--- src/rtl/item_spawner_pkg.sv ---
// Shared snake-game definitions: playfield geometry, body capacity,
// spawner defaults, FSM state encoding and the LFSR feedback helper.
package item_spawner_pkg;

  localparam int SNAKE_XSIZE    = 48;
  localparam int SNAKE_YSIZE    = 64;
  localparam int SNAKE_MAX_SIZE = 20;

  localparam logic [15:0] LFSR_SEED_DEF = 16'hACE1;
  localparam int          MAX_TRY_DEF   = 64;

  // Item position shown before the first spawn completes
  localparam logic [5:0] ITEM_X_RST = 6'd12;
  localparam logic [5:0] ITEM_Y_RST = 6'd32;

  typedef enum logic [1:0] {
    ST_IDLE  = 2'd0,
    ST_DRAW  = 2'd1,
    ST_CHECK = 2'd2,
    ST_DONE  = 2'd3
  } spawn_state_e;

  // Fibonacci feedback for x^16+x^14+x^13+x^11+1 in right-shift form:
  // the new bit enters at [15] and is the XOR of taps 16,14,13,11.
  function automatic logic lfsr_feedback(input logic [15:0] value);
    return value[0] ^ value[2] ^ value[3] ^ value[5];
  endfunction

endpackage

--- src/rtl/lfsr16.sv ---
// Free-running 16-bit Fibonacci LFSR. The full state stays internal;
// only the 12 low bits used for candidate coordinates leave the block.
module lfsr16
  import item_spawner_pkg::*;
#(
  parameter logic [15:0] SEED = LFSR_SEED_DEF
) (
  input  logic        i_Clk,
  input  logic        i_Rst,
  input  logic        enable,
  output logic [11:0] window
);

  logic [15:0] value;

  // Shift register: load the seed on reset, shift in feedback when enabled
  always_ff @(posedge i_Clk or negedge i_Rst) begin
    if (!i_Rst) begin
      value <= SEED;
    end else if (enable) begin
      value <= {lfsr_feedback(value), value[15:1]};
    end else begin
      value <= value;
    end
  end

  assign window = value[11:0];

endmodule

--- src/rtl/item_spawner.sv ---
// Picks a random in-bounds playfield cell that is not occupied by the
// snake body. A request latches the body, then candidates are drawn from
// the LFSR and scanned against one body segment per cycle until a free
// cell is found or the retry budget runs out.
module item_spawner
  import item_spawner_pkg::*;
#(
  parameter int          XSIZE    = SNAKE_XSIZE,
  parameter int          YSIZE    = SNAKE_YSIZE,
  parameter int          MAX_SIZE = SNAKE_MAX_SIZE,
  parameter logic [15:0] SEED     = LFSR_SEED_DEF,
  parameter int          MAX_TRY  = MAX_TRY_DEF
) (
  input  logic                  i_Clk,
  input  logic                  i_Rst,
  input  logic                  i_Req,
  input  logic [MAX_SIZE*6-1:0] i_Body_x,
  input  logic [MAX_SIZE*6-1:0] i_Body_y,
  input  logic [11:0]           i_Size,
  output logic [5:0]            o_Item_x,
  output logic [5:0]            o_Item_y,
  output logic                  o_Valid,
  output logic                  o_Fail,
  output logic                  o_Busy
);

  localparam int          IW      = (MAX_SIZE > 1) ? $clog2(MAX_SIZE) : 1;
  localparam logic [11:0] MAX_N   = 12'(MAX_SIZE);
  localparam logic [6:0]  X_LIM   = 7'(XSIZE - 1);
  localparam logic [6:0]  Y_LIM   = 7'(YSIZE - 1);
  localparam logic [6:0]  TRY_LIM = 7'(MAX_TRY);

  spawn_state_e state, state_next;

  logic [11:0]   lfsr_window;
  logic [5:0]    cand_x, cand_y;
  logic          cand_bad;

  logic [5:0]    cx, cy, cx_next, cy_next;
  logic [6:0]    try_cnt, try_next;
  logic [IW-1:0] idx, idx_next;
  logic [11:0]   seg_n, seg_n_next;
  logic          fail_flag, fail_next;
  logic          latch_body;

  logic [5:0]    body_x [MAX_SIZE];
  logic [5:0]    body_y [MAX_SIZE];

  logic          seg_hit;
  logic          seg_last;
  logic          try_last;

  lfsr16 #(
    .SEED(SEED)
  ) u_lfsr (
    .i_Clk (i_Clk),
    .i_Rst (i_Rst),
    .enable(1'b1),
    .window(lfsr_window)
  );

  assign cand_x   = lfsr_window[5:0];
  assign cand_y   = lfsr_window[11:6];
  // Border cells and anything past the far wall are never valid spawns
  assign cand_bad = (cand_x == 6'd0) || ({1'b0, cand_x} >= X_LIM) ||
                    (cand_y == 6'd0) || ({1'b0, cand_y} >= Y_LIM);

  // idx only ever walks below seg_n, and seg_n never exceeds MAX_SIZE
  assign seg_hit  = (body_x[idx] == cx) && (body_y[idx] == cy);
  assign seg_last = (12'(idx) == (seg_n - 12'd1));
  assign try_last = ((try_cnt + 7'd1) == TRY_LIM);

  assign o_Busy   = (state != ST_IDLE);

  // Next-state and datapath update decisions for the spawn sequence
  always_comb begin
    state_next = state;
    cx_next    = cx;
    cy_next    = cy;
    try_next   = try_cnt;
    idx_next   = idx;
    seg_n_next = seg_n;
    fail_next  = fail_flag;
    latch_body = 1'b0;
    case (state)
      ST_IDLE: begin
        if (i_Req) begin
          latch_body = 1'b1;
          seg_n_next = (i_Size > MAX_N) ? MAX_N : i_Size;
          try_next   = 7'd0;
          idx_next   = '0;
          fail_next  = 1'b0;
          state_next = ST_DRAW;
        end else begin
          state_next = ST_IDLE;
        end
      end
      ST_DRAW: begin
        cx_next = cand_x;
        cy_next = cand_y;
        if (cand_bad) begin
          try_next = try_cnt + 7'd1;
          if (try_last) begin
            fail_next  = 1'b1;
            state_next = ST_DONE;
          end else begin
            state_next = ST_DRAW;
          end
        end else if (seg_n == 12'd0) begin
          state_next = ST_DONE;
        end else begin
          idx_next   = '0;
          state_next = ST_CHECK;
        end
      end
      ST_CHECK: begin
        if (seg_hit) begin
          try_next = try_cnt + 7'd1;
          if (try_last) begin
            fail_next  = 1'b1;
            state_next = ST_DONE;
          end else begin
            state_next = ST_DRAW;
          end
        end else if (seg_last) begin
          state_next = ST_DONE;
        end else begin
          idx_next = idx + IW'(1);
        end
      end
      ST_DONE: begin
        state_next = ST_IDLE;
      end
      default: begin
        state_next = ST_IDLE;
      end
    endcase
  end

  // FSM state and working registers of the current attempt
  always_ff @(posedge i_Clk or negedge i_Rst) begin
    if (!i_Rst) begin
      state     <= ST_IDLE;
      cx        <= 6'd0;
      cy        <= 6'd0;
      try_cnt   <= 7'd0;
      idx       <= '0;
      seg_n     <= 12'd0;
      fail_flag <= 1'b0;
    end else begin
      state     <= state_next;
      cx        <= cx_next;
      cy        <= cy_next;
      try_cnt   <= try_next;
      idx       <= idx_next;
      seg_n     <= seg_n_next;
      fail_flag <= fail_next;
    end
  end

  // Snapshot of the body so the scan is immune to movement mid-attempt
  always_ff @(posedge i_Clk or negedge i_Rst) begin
    if (!i_Rst) begin
      for (int k = 0; k < MAX_SIZE; k++) begin
        body_x[k] <= 6'd0;
        body_y[k] <= 6'd0;
      end
    end else if (latch_body) begin
      for (int k = 0; k < MAX_SIZE; k++) begin
        body_x[k] <= i_Body_x[6*k +: 6];
        body_y[k] <= i_Body_y[6*k +: 6];
      end
    end else begin
      for (int k = 0; k < MAX_SIZE; k++) begin
        body_x[k] <= body_x[k];
        body_y[k] <= body_y[k];
      end
    end
  end

  // Registered result: one-cycle valid/fail pulse, item kept on failure
  always_ff @(posedge i_Clk or negedge i_Rst) begin
    if (!i_Rst) begin
      o_Item_x <= ITEM_X_RST;
      o_Item_y <= ITEM_Y_RST;
      o_Valid  <= 1'b0;
      o_Fail   <= 1'b0;
    end else if (state == ST_DONE) begin
      o_Valid <= 1'b1;
      o_Fail  <= fail_flag;
      if (!fail_flag) begin
        o_Item_x <= cx;
        o_Item_y <= cy;
      end else begin
        o_Item_x <= o_Item_x;
        o_Item_y <= o_Item_y;
      end
    end else begin
      o_Valid  <= 1'b0;
      o_Fail   <= 1'b0;
      o_Item_x <= o_Item_x;
      o_Item_y <= o_Item_y;
    end
  end

endmodule
--- config.mk ---
export PLATFORM = sky130hd
export DESIGN_NAME = item_spawner
export DESIGN_NICKNAME = d
export VERILOG_FILES = /design/src/rtl/item_spawner_pkg.sv /design/src/rtl/lfsr16.sv /design/src/rtl/item_spawner.sv
export SDC_FILE = /design/constraint.sdc
export NUM_CORES = 1
export LEC_CHECK = 0
export CELL_PAD_IN_SITES_DETAIL_PLACEMENT = 0
export CELL_PAD_IN_SITES_GLOBAL_PLACEMENT = 1
export CORE_ASPECT_RATIO = 1.75
export CORE_MARGIN = 2
export CORE_UTILIZATION = 44
export CTS_BUF_LIST = sky130_fd_sc_hd__clkbuf_4
export DETAILED_ROUTE_END_ITERATION = 10
export PLACE_DENSITY_LB_ADDON = 0.1
export SLEW_MARGIN = 10
export SYNTH_ARGS = -nofsm -noshare
export SYNTH_HDL_FRONTEND = slang
export SYNTH_SLANG_ARGS = --single-unit
--- constraint.sdc ---
create_clock -name i_Clk -period 3.5 [get_ports i_Clk]
set_input_delay 0.7 -clock i_Clk [delete_from_list [all_inputs] [get_ports i_Clk]]
set_output_delay 0.7 -clock i_Clk [all_outputs]
set_load 0.03 [all_outputs]
==> impl_metrics.ini <==
[synth]
synth_area_mm2 = 0.01443
synth-seq-cells = 309
avgSynthCellArea_um2 = 13.46
synthArstFlopShare_pct = 100.0
synth_edf_count = 0
syn-num-nets = 1335
ys_warn_count = 0
yosysSeqAreaShare_pct = 53.68
synthFlopType = dfrtp_1
synth_cell_type_count = 69
synth_cells = 1072

[critical_path]
path_cells = buf_4 > buf_12 > mux4_2 > mux2_2 > nand3b_1 > o221a_2 > a21oi_1 > nor4_4 > a31oi_4 > or3_4 > o31ai_1
end_kind = flop
r2r-start = idx[0]
cp_slowest_cell = mux4_2
r2r-end = try_cnt[5]
reg2reg_depth = 11
critPathLaunchType = flop
crit_fanout = 16
max_stage_delay_ns = 0.52
worstSetupPathType = reg2reg
cp.required_ns = 4.15
crit_arrival_ns = 4.05
r2r_slack_ns = 0.10

[timing]
finClkSkew_ns = 0.04282
rsz0062_at_grt = false
slew_headroom_pct = 35.49
setup_tns_ns = 0
setup_viol = 0
hold_viol_final = 0
worst_slew_pin_slew_ns = 0.9556
finalMaxSlewViolations = 0
finalCritPeriodShare_pct = 97.08
period_minus_slack_ns = 3.398
fmaxAchievable_mhz = 294.3

[clock_tree]
cts-root-buf = clkbuf_4
insertion_delay_ns = 0.76
htreeDepth = 3
path_clk_slew_ns = 0.07
cts_buffer_depth = 3
numCtsBuffers = 77
cts_tree = done
cts.sinks = 309

[placement]
port_buffers = 269
placed_area_mm2 = 0.01777
hpwl_um = 30150
place_congestion = 0.8860

[route]
drtPass1Iterations = 4
top_layer = met5
via_per_inst = 5.437
ant_nets = 0
wl_met1_um = 14540
drtIter0Drc = 396
drt-total-wl_um = 40350
drc = 0
route.met3.wl_um = 2007
wl_met2_um = 22200
drt-wirelength-per-cell_um = 21.61
num_vias = 10150

[floorplan]
initial_utilization_pct = 44.78
io_pins = 270
die_area_mm2 = 0.03432
rows = 87
core_mm2 = 0.03222
chipWidth_um = 140.9
fp.dieH_um = 243.6

[final_layout]
final_cell_mix = 296 x dfrtp_1, 268 x clkdlybuf4s50_1, 264 x mux2_2, 115 x clkbuf_4, 72 x mux2i_1
syn_to_final_growth_pct = 30.34
final_layout_size_suffix_gt1_share_pct = 33.29
mostFrequentLayoutCell = dfrtp_1
stdcell_area_mm2 = 0.01881
fill_cells = 2769
nets = 1665

[grt]
antenna_found_initial = 8
grt_max_degree = 90
grt_pass1_vias = 11160
grt_usage_pct = 24.04
grt_overflow = 0
grt_pass1_wl_um = 62360

[power_and_ir_drop]
p_int_mw = 8.770
p_leak_nw = 7.758
switching_share_pct = 29.85
pwr-share-seq_pct = 46.4
combPwrFrac_pct = 29.9
pwr-share-clk_pct = 23.7
vdd_drop_max_uv = 349.5
p_per_area_mw_per_mm2 = 664.7
switching_power_mw = 3.732

[run]
cap_violations = 0

[min_path]
hp-class = reg2reg
hold_end = u_lfsr.value[11]
hold_depth = 0
min_from = u_lfsr.value[12]

[outcome]
status = finished clean
[cell usage after synthesis (all sizes together) (4+ instances only)]
cell type,instances,share of area [%]
and2,11,0.48
nor2b,7,0.30
nor3,7,0.24
o31ai,10,0.52
o211ai,5,0.26
o22a,13,0.79
mux2i,74,5.1
or4,4,0.21
nand4,10,0.43
o21ai,26,0.90
mux4,22,3.4
xnor2,6,0.36
or2,4,0.17
o32ai,4,0.24
nor2,25,0.65
o22ai,11,0.48
buf,22,1.1
dfrtp,298,52
nand2,41,1.1
a21oi,14,0.49
a221oi,4,0.24
mux2,264,21
nand3b,4,0.21
ha,8,0.69
nand2b,5,0.22
nand3,16,0.55
clkbuf,44,1.2
a22oi,16,0.83
nor4,6,0.36
dfstp,11,2.0
and3,5,0.22
or3,4,0.21
o221ai,8,0.49
inv,20,0.52
[how the worst max path moves through the flow]
stage	start	end	slack (ns)	cells past startpoint
3_5_place_dp	idx[0]	try_cnt[5]	0.01	10
3_3_place_gp	idx[0]	try_cnt[5]	0.08	9
6_report	idx[0]	try_cnt[5]	0.10	11
2_1_floorplan	idx[2]	try_cnt[5]	0.42	11
4_1_cts	idx[0]	try_cnt[5]	0.04	10
5_1_grt	idx[0]	idx[3]	0.02	11
[through the flow]
stage / worst slack, ns / utilization (%) / hold WS [ns] / power (mW) / cells
6_report: 0.1021 / 58.37 / 0.3627 / 12.50 / 1867
5_1_grt: 0.01701 / 58.37 / 0.3636 / 13.30 / 1867
4_1_cts: 0.03769 / 58.16 / 0.3579 / 12.68 / 1854
3_5_place_dp: 0.01305 / 55.16 / 0.3418 / 9.651 / 1716
3_3_place_gp: 0.07553 / 55.16 / 0.3374 / 9.506 / 1716
2_1_floorplan: 0.4166 / - / 0.3330 / 8.277 / 1072
[registers in the layout (all words and copies together) (netlist names)]
signal	cells
body_x	120
body_y	120
u_lfsr.value	16
seg_n	12
try_cnt	7
cx	6
cy	6
o_Item_x	6
o_Item_y	6
idx	5
state	2
fail_flag	1
o_Fail	1
o_Valid	1
[cells by family after synthesis]
family | Yosys count | share of synthesized area (%)
buffers and inverters | 86 | 2.731
and+or+nand+nor | 157 | 5.940
AOI/OAI and AO/OA | 143 | 7.240
DFF | 309 | 53.68
adders and majority gates | 8 | 0.6937
xor gates and xnor gates | 9 | 0.5463
muxes | 360 | 29.17
[power groups by stage]
| stage | Sequential [mW] | Combinational [mW] | Clock [mW] |
|---|---|---|---|
| finish | 5.81 | 3.73 | 2.96 |
| global route | 5.99 | 4.05 | 3.26 |
| CTS | 5.81 | 3.79 | 3.08 |
| detailed placement | 5.88 | 3.77 | 0 |
| global placement | 5.83 | 3.68 | 0 |
| floorplan | 5.55 | 2.73 | 0 |
[worst max-delay path, delay by kind of cell, from the launching register on]
kind	cells	cell delay, ns
buffers and inverters	2	0.42
muxes	2	0.85
and+or+nand+nor	3	0.86
DFF	1	0.49
AOI/OAI and AO/OA	4	0.65
[timing repair]
action,4_1_cts,5_1_grt
setup buffers,0,6
endpoints found under the setup margin,1,7
gates resized for setup,1,2
pin swaps,0,1
hold endpoints to repair,83,0
hold buffers,1,0
[layout make-up]
type / count / area [um2] / area share, %
inverters: 20 / 75.07 / 0.3991
diodes: 7 / 17.52 / 0.09313
flip-flops and latches: 309 / 7751 / 41.21
clock buffers: 115 / 863.3 / 4.590
multi-input cells: 677 / 6311 / 33.56
clock inverters: 22 / 91.34 / 0.4856
well taps: 400 / 500.5 / 2.661
repair buffers: 317 / 3198 / 17.00
[layer usage]
metal,GRT usage [%],vias up
li1,-,4713
met3,5.425,88
met5,0,-
met4,12.06,2
met2,43.87,283
met1,25.82,5065
No activity file was read; power rests on OpenSTA's default activity.
